$ cat src/rtl/axil_arb_pkg.sv
// Shared definitions for the two-master AXI-Lite memory arbiter:
// FSM state encoding and default channel widths.
package axil_arb_pkg;

   typedef enum logic [2:0] {
      IDLE    = 3'd0,
      RD_ADDR = 3'd1,
      RD_DATA = 3'd2,
      WR_ADDR = 3'd3,
      WR_DATA = 3'd4,
      WR_RESP = 3'd5
   } state_t;

   localparam int ADDR_WDTH_DEF = 4;
   localparam int DATA_WDTH_DEF = 32;
   localparam int RESP_WDTH_DEF = 1;

endpackage

$ cat src/rtl/rr_arbiter2.sv
// Combinational two-requester round-robin pick; the history bit lives in the caller.
module rr_arbiter2 (
   input  logic [1:0] req,
   input  logic       last_owner,
   input  logic       enable,
   output logic       gnt
);

   always_comb begin
      gnt = 1'b0;
      if (enable) begin
         if (req == 2'b11) gnt = ~last_owner;
         else              gnt = req[1];
      end
   end

endmodule

$ cat src/rtl/axil_mem_arbiter.sv
// Two-master AXI-Lite arbiter in front of one memory slave; one whole
// transaction (AR+R or AW+W+B) is owned by one master at a time.
module axil_mem_arbiter
   import axil_arb_pkg::*;
#(
   parameter int ADDR_WDTH = ADDR_WDTH_DEF,
   parameter int DATA_WDTH = DATA_WDTH_DEF,
   parameter int RESP_WDTH = RESP_WDTH_DEF
) (
   input  logic                 clk,
   input  logic                 rst,
   input  logic                 m0_ar_valid,
   input  logic [ADDR_WDTH-1:0] m0_ar_address,
   output logic                 m0_ar_ready,
   output logic                 m0_r_valid,
   output logic [DATA_WDTH-1:0] m0_r_data,
   output logic [RESP_WDTH-1:0] m0_r_resp,
   input  logic                 m0_r_ready,
   input  logic                 m0_aw_valid,
   input  logic [ADDR_WDTH-1:0] m0_aw_address,
   output logic                 m0_aw_ready,
   input  logic                 m0_w_valid,
   input  logic [DATA_WDTH-1:0] m0_w_data,
   output logic                 m0_w_ready,
   output logic                 m0_b_valid,
   output logic [RESP_WDTH-1:0] m0_b_resp,
   input  logic                 m0_b_ready,
   input  logic                 m1_ar_valid,
   input  logic [ADDR_WDTH-1:0] m1_ar_address,
   output logic                 m1_ar_ready,
   output logic                 m1_r_valid,
   output logic [DATA_WDTH-1:0] m1_r_data,
   output logic [RESP_WDTH-1:0] m1_r_resp,
   input  logic                 m1_r_ready,
   input  logic                 m1_aw_valid,
   input  logic [ADDR_WDTH-1:0] m1_aw_address,
   output logic                 m1_aw_ready,
   input  logic                 m1_w_valid,
   input  logic [DATA_WDTH-1:0] m1_w_data,
   output logic                 m1_w_ready,
   output logic                 m1_b_valid,
   output logic [RESP_WDTH-1:0] m1_b_resp,
   input  logic                 m1_b_ready,
   output logic                 s_ar_valid,
   output logic [ADDR_WDTH-1:0] s_ar_address,
   input  logic                 s_ar_ready,
   input  logic                 s_r_valid,
   input  logic [DATA_WDTH-1:0] s_r_data,
   input  logic [RESP_WDTH-1:0] s_r_resp,
   output logic                 s_r_ready,
   output logic                 s_aw_valid,
   output logic [ADDR_WDTH-1:0] s_aw_address,
   input  logic                 s_aw_ready,
   output logic                 s_w_valid,
   output logic [DATA_WDTH-1:0] s_w_data,
   input  logic                 s_w_ready,
   input  logic                 s_b_valid,
   input  logic [RESP_WDTH-1:0] s_b_resp,
   output logic                 s_b_ready,
   output logic                 busy,
   output logic                 grant_id
);

   state_t     state, state_nxt;
   logic       last_owner;
   logic [1:0] wr_pri;
   logic       gnt;
   logic       grant;
   logic       grant_wr;

   // Per-master views indexed by owner so the muxes stay regular.
   logic [1:0]           ar_v, aw_v, w_v, r_rdy, b_rdy, req;
   logic [ADDR_WDTH-1:0] ar_a [2];
   logic [ADDR_WDTH-1:0] aw_a [2];
   logic [DATA_WDTH-1:0] w_d  [2];

   assign ar_v  = {m1_ar_valid, m0_ar_valid};
   assign aw_v  = {m1_aw_valid, m0_aw_valid};
   assign w_v   = {m1_w_valid,  m0_w_valid};
   assign r_rdy = {m1_r_ready,  m0_r_ready};
   assign b_rdy = {m1_b_ready,  m0_b_ready};
   assign ar_a[0] = m0_ar_address;
   assign ar_a[1] = m1_ar_address;
   assign aw_a[0] = m0_aw_address;
   assign aw_a[1] = m1_aw_address;
   assign w_d[0]  = m0_w_data;
   assign w_d[1]  = m1_w_data;
   assign req     = ar_v | aw_v;

   rr_arbiter2 u_rr (
      .req        (req),
      .last_owner (last_owner),
      .enable     (state == IDLE),
      .gnt        (gnt)
   );

   assign grant    = (state == IDLE) && (req != 2'b00);
   assign grant_wr = aw_v[gnt] && (!ar_v[gnt] || wr_pri[gnt]);

   always_ff @(posedge clk) begin
      if (rst) begin
         state      <= IDLE;
         busy       <= 1'b0;
         grant_id   <= 1'b0;
         last_owner <= 1'b1;
         wr_pri     <= 2'b00;
      end else begin
         state <= state_nxt;
         busy  <= (state_nxt != IDLE);
         if (grant) begin
            grant_id      <= gnt;
            last_owner    <= gnt;
            wr_pri[gnt]   <= ~wr_pri[gnt];
         end else if (state_nxt == IDLE) begin
            grant_id <= 1'b0;
         end
      end
   end

   always_comb begin
      state_nxt    = state;
      s_ar_valid   = 1'b0;
      s_ar_address = '0;
      s_r_ready    = 1'b0;
      s_aw_valid   = 1'b0;
      s_aw_address = '0;
      s_w_valid    = 1'b0;
      s_w_data     = '0;
      s_b_ready    = 1'b0;
      m0_ar_ready  = 1'b0;
      m0_r_valid   = 1'b0;
      m0_r_data    = '0;
      m0_r_resp    = '0;
      m0_aw_ready  = 1'b0;
      m0_w_ready   = 1'b0;
      m0_b_valid   = 1'b0;
      m0_b_resp    = '0;
      m1_ar_ready  = 1'b0;
      m1_r_valid   = 1'b0;
      m1_r_data    = '0;
      m1_r_resp    = '0;
      m1_aw_ready  = 1'b0;
      m1_w_ready   = 1'b0;
      m1_b_valid   = 1'b0;
      m1_b_resp    = '0;
      case (state)
         IDLE: begin
            if (grant) state_nxt = grant_wr ? WR_ADDR : RD_ADDR;
         end
         RD_ADDR: begin
            s_ar_valid   = ar_v[grant_id];
            s_ar_address = ar_a[grant_id];
            if (grant_id) m1_ar_ready = s_ar_ready;
            else          m0_ar_ready = s_ar_ready;
            if (s_ar_valid && s_ar_ready) state_nxt = RD_DATA;
         end
         RD_DATA: begin
            s_r_ready = r_rdy[grant_id];
            if (grant_id) begin
               m1_r_valid = s_r_valid;
               m1_r_data  = s_r_data;
               m1_r_resp  = s_r_resp;
            end else begin
               m0_r_valid = s_r_valid;
               m0_r_data  = s_r_data;
               m0_r_resp  = s_r_resp;
            end
            if (s_r_valid && s_r_ready) state_nxt = IDLE;
         end
         WR_ADDR: begin
            s_aw_valid   = aw_v[grant_id];
            s_aw_address = aw_a[grant_id];
            if (grant_id) m1_aw_ready = s_aw_ready;
            else          m0_aw_ready = s_aw_ready;
            if (s_aw_valid && s_aw_ready) state_nxt = WR_DATA;
         end
         WR_DATA: begin
            s_w_valid = w_v[grant_id];
            s_w_data  = w_d[grant_id];
            if (grant_id) m1_w_ready = s_w_ready;
            else          m0_w_ready = s_w_ready;
            if (s_w_valid && s_w_ready) state_nxt = WR_RESP;
         end
         WR_RESP: begin
            s_b_ready = b_rdy[grant_id];
            if (grant_id) begin
               m1_b_valid = s_b_valid;
               m1_b_resp  = s_b_resp;
            end else begin
               m0_b_valid = s_b_valid;
               m0_b_resp  = s_b_resp;
            end
            if (s_b_valid && s_b_ready) state_nxt = IDLE;
         end
         default: state_nxt = IDLE;
      endcase
   end

endmodule

$ cat config.mk
export PLATFORM = sky130hd
export DESIGN_NAME = axil_mem_arbiter
export DESIGN_NICKNAME = d
export VERILOG_FILES = /design/src/rtl/axil_arb_pkg.sv /design/src/rtl/rr_arbiter2.sv /design/src/rtl/axil_mem_arbiter.sv
export SDC_FILE = /design/constraint.sdc
export NUM_CORES = 1
export LEC_CHECK = 0
export ABC_AREA = 0
export CAP_MARGIN = 20
export CELL_PAD_IN_SITES_DETAIL_PLACEMENT = 0
export CELL_PAD_IN_SITES_GLOBAL_PLACEMENT = 1
export CORE_MARGIN = 3
export CORE_UTILIZATION = 13
export DETAILED_ROUTE_END_ITERATION = 8
export PLACE_DENSITY = 0.81
export REMOVE_ABC_BUFFERS = 1
export SLEW_MARGIN = 20
export SYNTH_ARGS = -nofsm -noshare
export SYNTH_HDL_FRONTEND = slang
export SYNTH_SLANG_ARGS = --single-unit
$ cat constraint.sdc
create_clock -name clk -period 2.2 [get_ports clk]
set_input_delay 0.44 -clock clk [delete_from_list [all_inputs] [get_ports clk]]
set_output_delay 0.44 -clock clk [all_outputs]
set_load 0.01 [all_outputs]
==> qor.yml <==
logic_synthesis:
  seq_area_frac_synth_pct: 9.712
  mappedNetlistArea_um2: 1649
  synth-edff-count: 0
  synth_warnings: 0
  synthArstFlopShare_pct: 0
  synth_cell_types: 33
  syn_area_per_cell_um2: 6.676
  synth_flop_cell: "dfxtp_1"
  synthCells: 247
  synth-seq-cells: 8
floorplan:
  die_w_um: 118.6
  start_util_pct: 13.50
  dieArea_um2: 14070
  die_y_um: 118.6
  rows: 40
  coreArea_um2: 12210
  io_pins: 256
global_routing:
  grt_use_total_pct: 12.54
  grt_max_degree: 34
  grt-ovfl-total: 0
  grt_pass1_wl_um: 14560
  antenna_found_initial: 0
  first_global_vias: 2792
finish:
  instances_no_fill: 690
  final_cell_mix: "160 x clkdlybuf4s50_1, 66 x and2_1, 56 x nor2_1"
  final_nets: 655
  final_common_cell: "clkdlybuf4s50_1"
  syn2layout_area_growth_pct: 184.3
  fillers: 1286
  drive_above_1_share_pct: 13.22
  n_antenna_cell: 0
placed_design:
  pre_cts_ws_ns: -0.02913
  place_hpwl_um: 8222
  gp_congestion: 0.7836
  io_buffers: 255
  placed_cells: 676
drt:
  drt_first_iter_violations: 78
  routedWlPerCell_um: 14.14
  final_antenna_net_count: 0
  routed-via-count: 2782
  dr.pass1.iters: 4
  drc: 0
  drt_wl_total_um: 9756
  viasPerCell: 4.032
timing:
  final.setup.worst_slack_ns: 0.03955
  hold_viol_final: 0
  drv_slew: 0
  tightest_slew_ns: 0.3474
  fin_setup_tns_ns: 0
  finalClockSkew_ns: 0.0003339
  period_share_pct: 98.20
  setup_viol: 0
  slew_headroom_pct: 76.58
  period_minus_slack_ns: 2.160
  clock.fmax_mhz: 462.9
  rsz0062_at_grt: "yes"
critical_path:
  path_class: "reg2out"
  worstPathCellList: "buf_4, inv_1, buf_4, and3_1, clkdlybuf4s50_1"
  r2r-start: "grant_id"
  cpMostUsedCell: "buf_4"
  setup.worst_path.end_class: "primary output"
  r2r_cells: 7
  worst_path_largest_cell_delay_ns: 0.54
  worstPathArrival_ns: 1.72
  path_max_fanout: 6
  critPathLaunchType: "flop"
  critPathSlowestCell: "clkdlybuf4s50_1"
  required_ns: 1.76
  reg2reg_slack_ns: 0.32
  timing.rr.end: "grant_id"
hold_path:
  hp-start: "last_owner"
  whs_path_depth: 2
  hp-class: "reg2reg"
  hold_end: "last_owner"
cts:
  path_clk_slew_ns: 0.04
  htreeDepth: 1
  cts_tree: "built"
  insertion_delay_ns: 0.23
  cts_sinks: 8
  cts_buffer_depth: 2
  hold_buffers: 0
  cts_made_buffers: 3
  cts-root-buf: "clkbuf_16"
power:
  finalPower_mw: 1.990
  power.density_nw_per_um2: 424.5
  leakage_nw: 2.379
  peakVddDrop_mv: 0.3529
job:
  maxCapViolations: 0
outcome:
  status: "completed"
[worst max-delay path by stage]
stage	startpoint	end	slack, ns	depth (start not counted)
6_report	grant_id	m0_aw_ready	0.04	5
5_1_grt	grant_id	m0_aw_ready	-0.03	5
4_1_cts	state[1]	s_w_data[6]	0.0008	5
3_5_place_dp	m0_ar_valid	grant_id	-0.03	6
3_3_place_gp	m1_aw_valid	s_aw_valid	0.006	4
2_1_floorplan	grant_id	m1_r_data[0]	-1.53	3
[where the power goes]
group	leakage, nW	switching (mW)	internal (mW)	total [mW]
sequential	0.0673	0.0429	0.192	0.235
combinational	2.27	0.616	0.837	1.45
clock	0.0370	0.0690	0.234	0.303
[routing by layer]
metal / up-vias / global-route usage [%] / wire (um)
met2: 168 / 24.83 / 5243
met3: 9 / 2.871 / 790
met1: 1235 / 13.56 / 3623
li1: 1370 / - / -
met4: 0 / 2.028 / 99
met5: - / 0 / 0
[through the flow]
stage / cell area [um^2] / hold WS (ns) / utilization, %
after floorplan: 1570 / 0.4494 / -
after global placement: 4557 / 0.4966 / 37.32
after detailed placement: 4557 / 0.4954 / 37.32
after CTS: 4604 / 0.5064 / 37.70
after global routing: 4688 / 0.5598 / 38.39
final: 4688 / 0.5086 / 38.39
[logic make-up after synthesis]
kind of cell / synth area share, %
AOI/OAI and AO/OA: 6.374
xor gates and xnor gates: 1.062
buffers and inverters: 5.690
DFF: 9.711
muxes: 27.31
and+or+nand+nor: 49.85
[registers in the layout, summed over array words and instances, names as in the netlist]
name,cells
state,3
wr_pri,2
busy,1
grant_id,1
last_owner,1
[critical path: cells and delay by family, from the launching register on]
kind	cells	cell delay, ns
buffers and inverters	4	0.95
flip-flops	1	0.37
AND/OR/NAND/NOR	1	0.15
[layout make-up]
| class | count | area, um^2 | area share (%) |
|---|---|---|---|
| clock buffer | 3 | 75.07 | 1.601 |
| inverter | 4 | 15.01 | 0.3203 |
| sequential | 8 | 165.2 | 3.523 |
| tap | 168 | 210.2 | 4.484 |
| timing repair buffer | 289 | 2786 | 59.43 |
| multi-input combinational | 218 | 1436 | 30.64 |
[cells in the mapped netlist (3+ instances only)]
| library cell | instances | area (um^2) |
|---|---|---|
| inv_1 | 3 | 11.26 |
| buf_2 | 6 | 30.03 |
| nand2_1 | 6 | 22.52 |
| clkbuf_1 | 9 | 33.78 |
| dfxtp_1 | 8 | 160.2 |
| mux2i_1 | 45 | 450.4 |
| and2_1 | 67 | 419.2 |
| and3_1 | 7 | 43.79 |
| nor2b_1 | 6 | 37.54 |
| nand3_1 | 4 | 20.02 |
| nor2_1 | 60 | 225.2 |
| nor3_1 | 3 | 15.01 |
[timing repair]
item                                    CTS  global route
setup buffers                             1             9
cloned                                    1             0
hold endpoints to repair                  0             0
resized for setup                        87            66
endpoints found under the setup margin   94            41
pin swaps                                 3             0
Note: power is estimated with default switching activity, not from simulation.
